`src/rtl/pad_cfg_seq_if.sv`:
```
// Configuration request/response port of the pad configuration controller.
// One request per valid&ready cycle, one rvalid pulse per request one cycle later.
interface pad_cfg_seq_if #(
    parameter int AW = 6
) ();
    logic          cfg_valid;
    logic          cfg_ready;
    logic          cfg_write;
    logic [AW-1:0] cfg_addr;
    logic [5:0]    cfg_wdata;
    logic          cfg_rvalid;
    logic [5:0]    cfg_rdata;
    logic          cfg_err;

    modport master (
        output cfg_valid, cfg_write, cfg_addr, cfg_wdata,
        input  cfg_ready, cfg_rvalid, cfg_rdata, cfg_err
    );

    modport slave (
        input  cfg_valid, cfg_write, cfg_addr, cfg_wdata,
        output cfg_ready, cfg_rvalid, cfg_rdata, cfg_err
    );
endinterface

```
`src/rtl/pad_cfg_seq.sv`:
```
// Per-pad OE/PU/PD/CS/SL/IE storage with staged group release of drivers and pulls
// after reset or freeze, so the whole pad ring never starts switching on one cycle.
module pad_cfg_seq #(
    parameter int NUM_BIDIR_PADS = 40,
    parameter int GROUP_SIZE     = 8,
    parameter int STAGE_CYCLES   = 16,
    parameter int AW             = $clog2(NUM_BIDIR_PADS)
) (
    input  logic                      clk,
    input  logic                      rst,
    input  logic                      freeze,
    pad_cfg_seq_if.slave              cfg,
    output logic                      seq_done,
    output logic [NUM_BIDIR_PADS-1:0] pad_oe,
    output logic [NUM_BIDIR_PADS-1:0] pad_pu,
    output logic [NUM_BIDIR_PADS-1:0] pad_pd,
    output logic [NUM_BIDIR_PADS-1:0] pad_cs,
    output logic [NUM_BIDIR_PADS-1:0] pad_sl,
    output logic [NUM_BIDIR_PADS-1:0] pad_ie
);
    localparam int N          = NUM_BIDIR_PADS;
    localparam int NUM_GROUPS = (N + GROUP_SIZE - 1) / GROUP_SIZE;
    localparam int CW         = $clog2(STAGE_CYCLES + 1);
    localparam int GW         = $clog2(NUM_GROUPS + 1);
    localparam logic [CW-1:0] CNT_LAST = CW'(STAGE_CYCLES - 1);
    localparam logic [GW-1:0] GRP_LAST = GW'(NUM_GROUPS - 1);
    localparam logic [AW:0]   ADDR_LIM = (AW + 1)'(N);

    typedef enum logic [1:0] {
        ST_HOLD  = 2'd0,
        ST_STAGE = 2'd1,
        ST_DONE  = 2'd2
    } state_t;

    // Pull-up wins when both pulls are requested.
    function automatic logic [5:0] norm_cfg(input logic [5:0] w);
        return {w[5:3], w[2] & ~w[1], w[1:0]};
    endfunction

    state_t        state_r, state_s;
    logic [CW-1:0] cnt_r, cnt_s;
    logic [GW-1:0] grp_r, grp_s;
    logic [N-1:0]  rel_r, rel_s, grp_mask_s;
    logic [N-1:0]  oe_r, pu_r, pd_r, cs_r, sl_r, ie_r;
    logic [N-1:0]  oe_s, pu_s, pd_s, cs_s, sl_s, ie_s;
    logic          ready_r;
    logic          accept_s, in_range_s;
    logic [5:0]    wnorm_s, rdata_s;
    logic          err_s;

    assign accept_s   = cfg.cfg_valid & ready_r;
    assign in_range_s = ({1'b0, cfg.cfg_addr} < ADDR_LIM);
    assign wnorm_s    = norm_cfg(cfg.cfg_wdata);

    // Pads belonging to the group currently being staged.
    always_comb begin
        grp_mask_s = '0;
        for (int i = 0; i < N; i++) begin
            grp_mask_s[i] = ((i / GROUP_SIZE) == int'(grp_r));
        end
    end

    // Sequencer next state: freeze overrides everything and clears the release mask.
    always_comb begin
        state_s = state_r;
        cnt_s   = cnt_r;
        grp_s   = grp_r;
        rel_s   = rel_r;
        if (freeze) begin
            state_s = ST_HOLD;
            cnt_s   = '0;
            grp_s   = '0;
            rel_s   = '0;
        end else begin
            case (state_r)
                ST_HOLD: begin
                    state_s = ST_STAGE;
                    cnt_s   = '0;
                    grp_s   = '0;
                end
                ST_STAGE: begin
                    if (cnt_r == CNT_LAST) begin
                        rel_s = rel_r | grp_mask_s;
                        cnt_s = '0;
                        grp_s = grp_r + GW'(1);
                        if (grp_r == GRP_LAST) begin
                            state_s = ST_DONE;
                        end else begin
                            state_s = ST_STAGE;
                        end
                    end else begin
                        cnt_s = cnt_r + CW'(1);
                    end
                end
                ST_DONE: begin
                    state_s = ST_DONE;
                end
                default: begin
                    state_s = ST_HOLD;
                    cnt_s   = '0;
                    grp_s   = '0;
                    rel_s   = '0;
                end
            endcase
        end
    end

    // Storage update and response data for the accepted request.
    always_comb begin
        oe_s    = oe_r;
        pu_s    = pu_r;
        pd_s    = pd_r;
        cs_s    = cs_r;
        sl_s    = sl_r;
        ie_s    = ie_r;
        rdata_s = 6'd0;
        err_s   = 1'b0;
        if (accept_s) begin
            if (in_range_s) begin
                if (cfg.cfg_write) begin
                    oe_s[cfg.cfg_addr] = wnorm_s[0];
                    pu_s[cfg.cfg_addr] = wnorm_s[1];
                    pd_s[cfg.cfg_addr] = wnorm_s[2];
                    cs_s[cfg.cfg_addr] = wnorm_s[3];
                    sl_s[cfg.cfg_addr] = wnorm_s[4];
                    ie_s[cfg.cfg_addr] = wnorm_s[5];
                    rdata_s            = wnorm_s;
                end else begin
                    rdata_s = {ie_r[cfg.cfg_addr], sl_r[cfg.cfg_addr], cs_r[cfg.cfg_addr],
                               pd_r[cfg.cfg_addr], pu_r[cfg.cfg_addr], oe_r[cfg.cfg_addr]};
                end
            end else begin
                err_s = 1'b1;
            end
        end else begin
            err_s = 1'b0;
        end
    end

    // Sequencer state registers.
    always_ff @(posedge clk or posedge rst) begin
        if (rst) begin
            state_r  <= ST_HOLD;
            cnt_r    <= '0;
            grp_r    <= '0;
            rel_r    <= '0;
            seq_done <= 1'b0;
        end else begin
            state_r  <= state_s;
            cnt_r    <= cnt_s;
            grp_r    <= grp_s;
            rel_r    <= rel_s;
            seq_done <= (state_s == ST_DONE);
        end
    end

    // Configuration storage; input enable defaults on so pads can be observed after reset.
    always_ff @(posedge clk or posedge rst) begin
        if (rst) begin
            oe_r <= '0;
            pu_r <= '0;
            pd_r <= '0;
            cs_r <= '0;
            sl_r <= '0;
            ie_r <= '1;
        end else begin
            oe_r <= oe_s;
            pu_r <= pu_s;
            pd_r <= pd_s;
            cs_r <= cs_s;
            sl_r <= sl_s;
            ie_r <= ie_s;
        end
    end

    // Request port: always ready out of reset, one response per accepted request.
    always_ff @(posedge clk or posedge rst) begin
        if (rst) begin
            ready_r        <= 1'b0;
            cfg.cfg_ready  <= 1'b0;
            cfg.cfg_rvalid <= 1'b0;
            cfg.cfg_rdata  <= 6'd0;
            cfg.cfg_err    <= 1'b0;
        end else begin
            ready_r        <= 1'b1;
            cfg.cfg_ready  <= 1'b1;
            cfg.cfg_rvalid <= accept_s;
            cfg.cfg_rdata  <= rdata_s;
            cfg.cfg_err    <= err_s;
        end
    end

    // Pad-side controls built from next-state values so a write lands on its accepting edge.
    always_ff @(posedge clk or posedge rst) begin
        if (rst) begin
            pad_oe <= '0;
            pad_pu <= '0;
            pad_pd <= '0;
            pad_cs <= '0;
            pad_sl <= '0;
            pad_ie <= '1;
        end else begin
            pad_oe <= oe_s & rel_s;
            pad_pu <= pu_s & rel_s;
            pad_pd <= pd_s & rel_s;
            pad_cs <= cs_s;
            pad_sl <= sl_s;
            pad_ie <= ie_s;
        end
    end
endmodule

```
`src/flat_wrapper.sv`:
```
// flat-port wrapper written by rule: the top's interface ports become plain ports
module pad_cfg_seq_flat 
#(
    parameter int NUM_BIDIR_PADS = 40,
    parameter int GROUP_SIZE     = 8,
    parameter int STAGE_CYCLES   = 16,
    parameter int AW             = $clog2(NUM_BIDIR_PADS)
)
  (clk, rst, freeze, seq_done, pad_oe, pad_pu, pad_pd, pad_cs, pad_sl, pad_ie, cfg_cfg_valid, cfg_cfg_write, cfg_cfg_addr, cfg_cfg_wdata, cfg_cfg_ready, cfg_cfg_rvalid, cfg_cfg_rdata, cfg_cfg_err);
  pad_cfg_seq_if #(.AW(AW)) cfg_i ();
  input  logic clk;
  input  logic rst;
  input  logic freeze;
  output logic seq_done;
  output logic [NUM_BIDIR_PADS-1:0] pad_oe;
  output logic [NUM_BIDIR_PADS-1:0] pad_pu;
  output logic [NUM_BIDIR_PADS-1:0] pad_pd;
  output logic [NUM_BIDIR_PADS-1:0] pad_cs;
  output logic [NUM_BIDIR_PADS-1:0] pad_sl;
  output logic [NUM_BIDIR_PADS-1:0] pad_ie;
  input wire logic [$bits(cfg_i.cfg_valid)-1:0] cfg_cfg_valid;
  input wire logic [$bits(cfg_i.cfg_write)-1:0] cfg_cfg_write;
  input wire logic [$bits(cfg_i.cfg_addr)-1:0] cfg_cfg_addr;
  input wire logic [$bits(cfg_i.cfg_wdata)-1:0] cfg_cfg_wdata;
  output wire logic [$bits(cfg_i.cfg_ready)-1:0] cfg_cfg_ready;
  output wire logic [$bits(cfg_i.cfg_rvalid)-1:0] cfg_cfg_rvalid;
  output wire logic [$bits(cfg_i.cfg_rdata)-1:0] cfg_cfg_rdata;
  output wire logic [$bits(cfg_i.cfg_err)-1:0] cfg_cfg_err;
  assign cfg_i.cfg_valid = cfg_cfg_valid;
  assign cfg_i.cfg_write = cfg_cfg_write;
  assign cfg_i.cfg_addr = cfg_cfg_addr;
  assign cfg_i.cfg_wdata = cfg_cfg_wdata;
  assign cfg_cfg_ready = cfg_i.cfg_ready;
  assign cfg_cfg_rvalid = cfg_i.cfg_rvalid;
  assign cfg_cfg_rdata = cfg_i.cfg_rdata;
  assign cfg_cfg_err = cfg_i.cfg_err;
  pad_cfg_seq #(.NUM_BIDIR_PADS(NUM_BIDIR_PADS), .GROUP_SIZE(GROUP_SIZE), .STAGE_CYCLES(STAGE_CYCLES), .AW(AW)) u_core (.clk(clk), .rst(rst), .freeze(freeze), .cfg(cfg_i), .seq_done(seq_done), .pad_oe(pad_oe), .pad_pu(pad_pu), .pad_pd(pad_pd), .pad_cs(pad_cs), .pad_sl(pad_sl), .pad_ie(pad_ie));
endmodule
```
`config.mk`:
```
export PLATFORM = sky130hd
export DESIGN_NAME = pad_cfg_seq_flat
export DESIGN_NICKNAME = d
export VERILOG_FILES = /design/src/rtl/pad_cfg_seq_if.sv /design/src/rtl/pad_cfg_seq.sv /design/src/flat_wrapper.sv
export SDC_FILE = /design/constraint.sdc
export NUM_CORES = 1
export LEC_CHECK = 0
export ABC_AREA = 1
export CAP_MARGIN = 20
export CORE_ASPECT_RATIO = 0.6
export CORE_MARGIN = 2
export CORE_UTILIZATION = 40
export CTS_BUF_LIST = sky130_fd_sc_hd__clkbuf_4 sky130_fd_sc_hd__clkbuf_8
export CTS_CLUSTER_SIZE = 28
export DETAILED_ROUTE_END_ITERATION = 6
export PLACE_DENSITY = 0.68
export SLEW_MARGIN = 40
export SYNTH_ARGS = -nofsm -noshare
export SYNTH_HDL_FRONTEND = slang
export SYNTH_SLANG_ARGS = --single-unit
```
`constraint.sdc`:
```
create_clock -name clk -period 17.5 [get_ports clk]
set_input_delay 2.625 -clock clk [delete_from_list [all_inputs] [get_ports clk]]
set_output_delay 2.625 -clock clk [all_outputs]
set_load 0.005 [all_outputs]
```
Word-level counts from Yosys, hierarchy flattened
Index checks and enable logic that the tools add are counted.
{"block": "word_totals", "inputBits": 17, "wordCells": 94, "register_bits": 420, "n_memories": 0, "mem_bits_rw": 0, "mem_bits_ro": 0, "latch_bits": 0}
{"block": "classes", "n_shift": 0, "n_mux": 47, "magnitude_cmp": 3, "mul": 0, "addsub": 2, "bitwise_logic": 7, "reduce_logical": 6, "eq_ne": 11, "div": 0}
{"cell": "two-way mux 40 bit", "n": 11}
{"cell": "bitwise mux 40 bit", "n": 6}
{"cell": "AND 40 bit", "n": 3}
{"cell": "one-hot mux 40 bit (2 select lines)", "n": 1}
{"cell": "OR 40 bit", "n": 1}
{"cell": "binary-select mux 1 bit (select 6 bit)", "n": 6}
{"cell": "two-way mux 6 bit", "n": 3}
{"cell": "two-way mux 5 bit", "n": 2}
{"cell": "one-hot mux 5 bit (2 select lines)", "n": 1}
{"cell": "equality test 3 bit (first input constant)", "n": 3}
{"cell": "two-way mux 1 bit", "n": 9}
{"cell": "< comparator 6 x 7 -> 1 bit (second input constant)", "n": 1}
{"cell": "demux 1 bit (select 6 bit)", "n": 1}
{"cell": ">= comparator 6 x 1 -> 1 bit (second input constant)", "n": 1}
{"cell": "< comparator 6 bit (second input constant)", "n": 1}
{"cell": "two-way mux 2 bit", "n": 3}
{"cell": "two-way mux 3 bit", "n": 2}
{"cell": "one-hot mux 2 bit (3 select lines)", "n": 1}
{"cell": "one-hot mux 3 bit (2 select lines)", "n": 1}
{"cell": "adder 5 x 1 -> 5 bit (second input constant)", "n": 1}
{"cell": "equality test 5 x 4 -> 1 bit (second input constant)", "n": 1}
{"cell": "equality test 2 bit (second input constant)", "n": 2}
{"cell": "adder 3 x 1 -> 3 bit (second input constant)", "n": 1}
{"cell": "equality test 2 x 3 -> 1 bit (first input constant)", "n": 1}
{"cell": "12 further kinds", "n": 13}

Depth between registers and ports, before layout
{"block": "logic_depth", "depth_word": 9, "mapped_depth": 14}

Least setup slack after synthesis
OpenSTA, ideal clock, no wires.
{"block": "synth_path", "path_kind": "input-to-reg", "from": "input cfg_cfg_addr[0]", "to": "register u_core.pad_pd[21]", "n_path_buf": 3, "path_stages": 8, "arrival_ps": 3711, "required_time_ps": 17366, "setup_time_ps": 134, "setup_slack_ps": 13656, "cell_sequence": "buf_2 > clkbuf_1 > nand2_2 > nor2_8 > nand2_2 > buf_2 > o21ai_1 > nor2_1"}
{"block": "synth_between", "elab_chain_cells": 9, "elab_cells_between_ends": 11, "classes_between": "3 x order compare; 6 x mux; 1 x bitwise; 1 x reduce/logical"}
{"element": "start, declared", "line_no": "flat_wrapper.sv:23", "rtl": "input wire logic [$bits(cfg_i.cfg_addr)-1:0] cfg_cfg_addr;"}
{"element": "< comparator 6 x 7 -> 1 bit (implied by the code) / >= comparator 6 x 1 -> 1 bit (equally long branches)", "line_no": "pad_cfg_seq.sv:123", "rtl": "pd_s[cfg.cfg_addr] = wnorm_s[2];"}
{"element": "logical AND 1 bit (implied by the code)", "line_no": "pad_cfg_seq.sv:123"}
{"element": "two-way mux 1 bit (implied by the code)", "line_no": "pad_cfg_seq.sv:123"}
{"element": "demux 1 bit (select 6 bit)"}
{"element": "bitwise mux 40 bit", "line_no": "pad_cfg_seq.sv:123"}
{"element": "two-way mux 40 bit", "line_no": "pad_cfg_seq.sv:120", "rtl": "if (cfg.cfg_write) begin"}
{"element": "two-way mux 40 bit (*)", "line_no": "pad_cfg_seq.sv:119", "rtl": "if (in_range_s) begin"}
{"element": "two-way mux 40 bit (*)", "line_no": "pad_cfg_seq.sv:118", "rtl": "if (accept_s) begin"}
{"element": "AND 40 bit (*)", "line_no": "pad_cfg_seq.sv:205", "rtl": "pad_pd <= pd_s & rel_s;"}
{"element": "end signal, assigned", "line_no": "pad_cfg_seq.sv:205"}
{"element": "end, declared", "line_no": "pad_cfg_seq.sv:16", "rtl": "output logic [NUM_BIDIR_PADS-1:0] pad_pd,"}
Mark *: on every way between the ends. The rest lies on a longest branch, timed or not.
A chain may end at the register's enable or synchronous reset.

Worst setup path in the final report
{"block": "layout_path", "from": "input cfg_cfg_addr[0]", "to": "register u_core.pad_oe[31]"}
{"block": "layout_between", "elab_chain_cells": 9, "elab_cells_between_ends": 11, "classes_between": "3 x order compare; 6 x mux; 1 x bitwise; 1 x reduce/logical"}
{"element": "< comparator 6 x 7 -> 1 bit (implied by the code) / >= comparator 6 x 1 -> 1 bit (equally long branches)", "line_no": "pad_cfg_seq.sv:121", "rtl": "oe_s[cfg.cfg_addr] = wnorm_s[0];"}
{"element": "logical AND 1 bit (implied by the code)", "line_no": "pad_cfg_seq.sv:121"}
{"element": "two-way mux 1 bit (implied by the code)", "line_no": "pad_cfg_seq.sv:121"}
{"element": "demux 1 bit (select 6 bit)"}
{"element": "bitwise mux 40 bit", "line_no": "pad_cfg_seq.sv:121"}
{"element": "two-way mux 40 bit", "line_no": "pad_cfg_seq.sv:120"}
{"element": "two-way mux 40 bit (*)", "line_no": "pad_cfg_seq.sv:119"}
{"element": "two-way mux 40 bit (*)", "line_no": "pad_cfg_seq.sv:118"}
{"element": "AND 40 bit (*)", "line_no": "pad_cfg_seq.sv:203", "rtl": "pad_oe <= oe_s & rel_s;"}
{"element": "end signal, assigned", "line_no": "pad_cfg_seq.sv:203"}
{"element": "end, declared", "line_no": "pad_cfg_seq.sv:14", "rtl": "output logic [NUM_BIDIR_PADS-1:0] pad_oe,"}
Marked as above.

==> metrics.txt <==
status=finished with violations; failing checks=DRC; Post-CTS Setup Inserts=0; Clock Path Buffers=3; Finished Layout Cells=3,167; WP data required=18.00 ns; WL/cell=18.29 um; max cap viols=0; drt total wl=57,930 um; Slew HR=0.4289; WS Path Type=input port to flop; Final GP Congestion=0.8601; Synth Area in Compound Gates=0.08981; largest net degree at the start of global routing=115; Max VDD drop=0.03997 mV; Vias=15.41k; Fin Setup TNS=0 ns; most used flip-flop cell after synthesis=dfrtp_1; Cells after Synth=2,249; Clock Latency Late Sink=0.64 ns; Leakage=0.01163 uW; Slew Limit Fails=0; # port buffers=266; Worst-path clk slew=0.07 ns; Cell Rows=61; CP Launch Type=input port; EDFF count, synth=0; initial antenna violation count=3; die area=48,290 sq um; Post-Synth Adder-Cell Area=0.004037; Highest Clock Rate=182.4 MHz; fin crit share=0.3132; RSZ-0062 raised after global routing=no; total CTS buffers=66; Filler Cells Inserted=4,380; largest family of logic cells by synthesized area=simple AND/OR/NAND/NOR gates; syn avg cell area=8.269 sq um; sequential area share after synthesis=0.5678; Resize count post-CTS=0; CP endpoint kind=flop; Clock Skew=0.03674 ns; Starting Density=0.4034; post-synthesis mux area share=0; yosys warns=0; flop-to-flop setup slack=15.13 ns; worst hold slack=0.4868 ns; CTS root buffer=clkbuf_8; distinct cell type count after synthesis=35; grt ovf=0; flip-flop and latch count after synthesis=420; critical path arrival=5.98 ns; crit path max fanout=72; Core ar.=46,100 sq um; Hold Violations, Final=0; Post-Synth Simple-Gate Area=0.2317; antenna viol nets, final=0; share of layout cells above drive strength 1=0.1069; post-detail-place hpwl=39,040 um; CTS Sinks=420; Synth Area in XOR/XNOR=0.0004709; Die Ht=171.0 um; fin crit period=5.481 ns; Syn-to-layout area delta=23.50%; post-route cell area=22,970 sq um; Final Setup Violations=0; Mapped Nets=2,272; Tightest Pin Transition=0.8558 ns; ys async rst share=1.000; CTS Hold Bufs=0; CTS tree=built; Chip Width=282.4 um; post-placement cell area=21,490 sq um; Layout Nets=2,507; Total GRT Usage=0.2423; Cell Area, Synth=18,600 sq um; initial drt markers=1,525; Hold Crit Class=flop to flop; Pwr Density=90.69 nW/um^2; H-tree levels=3; dpl cells=3,046; Via density=4.865; IO Count=267; TritonRoute pass-1 iters=7; # DRC=1; first-pass GRT wire length=88,520 um; vias in the first global route=14.94k
==> kinds of logic (layout without fill, tap and decap cells) <==
group / Yosys count / after routing
xor+xnor: 1 / 1
compound gates: 309 / 309
fa+ha+maj: 6 / 6
flops: 420 / 420
simple gates: 1054 / 1054
other cells: 1 / 3
buf+inv: 458 / 744
==> metrics by stage <==
step                      setup slack [ns]    util  total power (uW)
after detailed placement             11.48  0.4662              1190
final                                12.02  0.4982              2083
after CTS                            12.14  0.4978              2101
after floorplan                      3.250       -              1120
after global routing                 11.82  0.4982              2166
after global placement               11.10  0.4657              1185
==> power breakdown <==
| part | switching (uW) | total (uW) | internal [uW] |
|---|---|---|---|
| clock network | 405 | 911 | 505 |
| registers | 16.5 | 1010 | 995 |
| logic | 110 | 161 | 50.4 |
==> area by class of cell <==
cell class	instances	area, sq um	share of cell area
Inverter	346	1325	0.05769
Timing Repair Buffer	279	2755	0.1200
Multi-Input combinational cell	1371	6076	0.2645
Clock buffer	108	1343	0.05845
Clock inverter	11	116.4	0.005066
Antenna cell	2	5.005	0.0002179
Tap cell	630	788.3	0.03432
Sequential cell	420	10560	0.4598
==> cell usage after synthesis, types with 5 or more instances <==
master / n / share of area
dfstp_2: 40 / 0.057
buf_2: 44 / 0.012
nor2_2: 6 / 0.0020
buf_6: 23 / 0.014
inv_2: 7 / 0.0014
nand2_1: 788 / 0.16
nand3_1: 73 / 0.020
buf_4: 5 / 0.0020
nand2_2: 26 / 0.0087
nor2_1: 135 / 0.027
o21ai_2: 29 / 0.014
dfrtp_1: 380 / 0.51
clkbuf_1: 34 / 0.0069
a21oi_1: 6 / 0.0016
o21ai_1: 83 / 0.022
o21ai_0: 186 / 0.050
nor2_4: 8 / 0.0048
ha_1: 6 / 0.0040
buf_1: 6 / 0.0012
inv_1: 338 / 0.068
==> path summary, 6_finish.rpt <==
path	start	to	cells after the start
worst max-delay path	cfg_cfg_addr[0]	u_core.pad_oe[31]	9
worst min-delay path	u_core.ie_r[24]	u_core.ie_r[24]	2
worst max register to register	u_core.cnt_r[0]	u_core.pad_pd[39]	7
worst min register to register	u_core.ie_r[24]	u_core.ie_r[24]	2
max in group asynchronous	rst	u_core.pu_r[25]	4
min in group asynchronous	rst	u_core.pad_pd[34]	2
==> per-layer routing <==
layer | up-vias | track usage | share of wire
met3 | 114 | 0.05394 | 0.076
li1 | 7266 | - | -
met5 | - | 0 | 0.00022
met2 | 597 | 0.3671 | 0.44
met4 | 2 | 0.08374 | 0.032
met1 | 7427 | 0.3432 | 0.45
==> critical path: stages <==
cell and delay, ns:
buf_4 0.55, clkinv_2 0.85, buf_4 0.60, nor2_2 0.24
inv_1 0.09, nor2_4 0.29, nand2_2 0.26, o21ai_2 0.26
nor2_2 0.04
==> cells in the final DEF (no fill, tap or decap), types with 7 or more instances in the layout <==
| master | instances |
|---|---|
| nand2_1 | 788 |
| dfrtp_1 | 380 |
| inv_1 | 333 |
| clkdlybuf4s50_1 | 261 |
| o21ai_0 | 185 |
| nor2_1 | 134 |
| clkbuf_8 | 86 |
| o21ai_1 | 84 |
| nand3_1 | 73 |
| dfstp_2 | 40 |
| o21ai_2 | 29 |
| nand2_2 | 26 |
| clkbuf_4 | 23 |
| buf_4 | 10 |
| nor2_4 | 8 |
| nor2_2 | 7 |
Note: power is estimated with default switching activity, not from simulation.
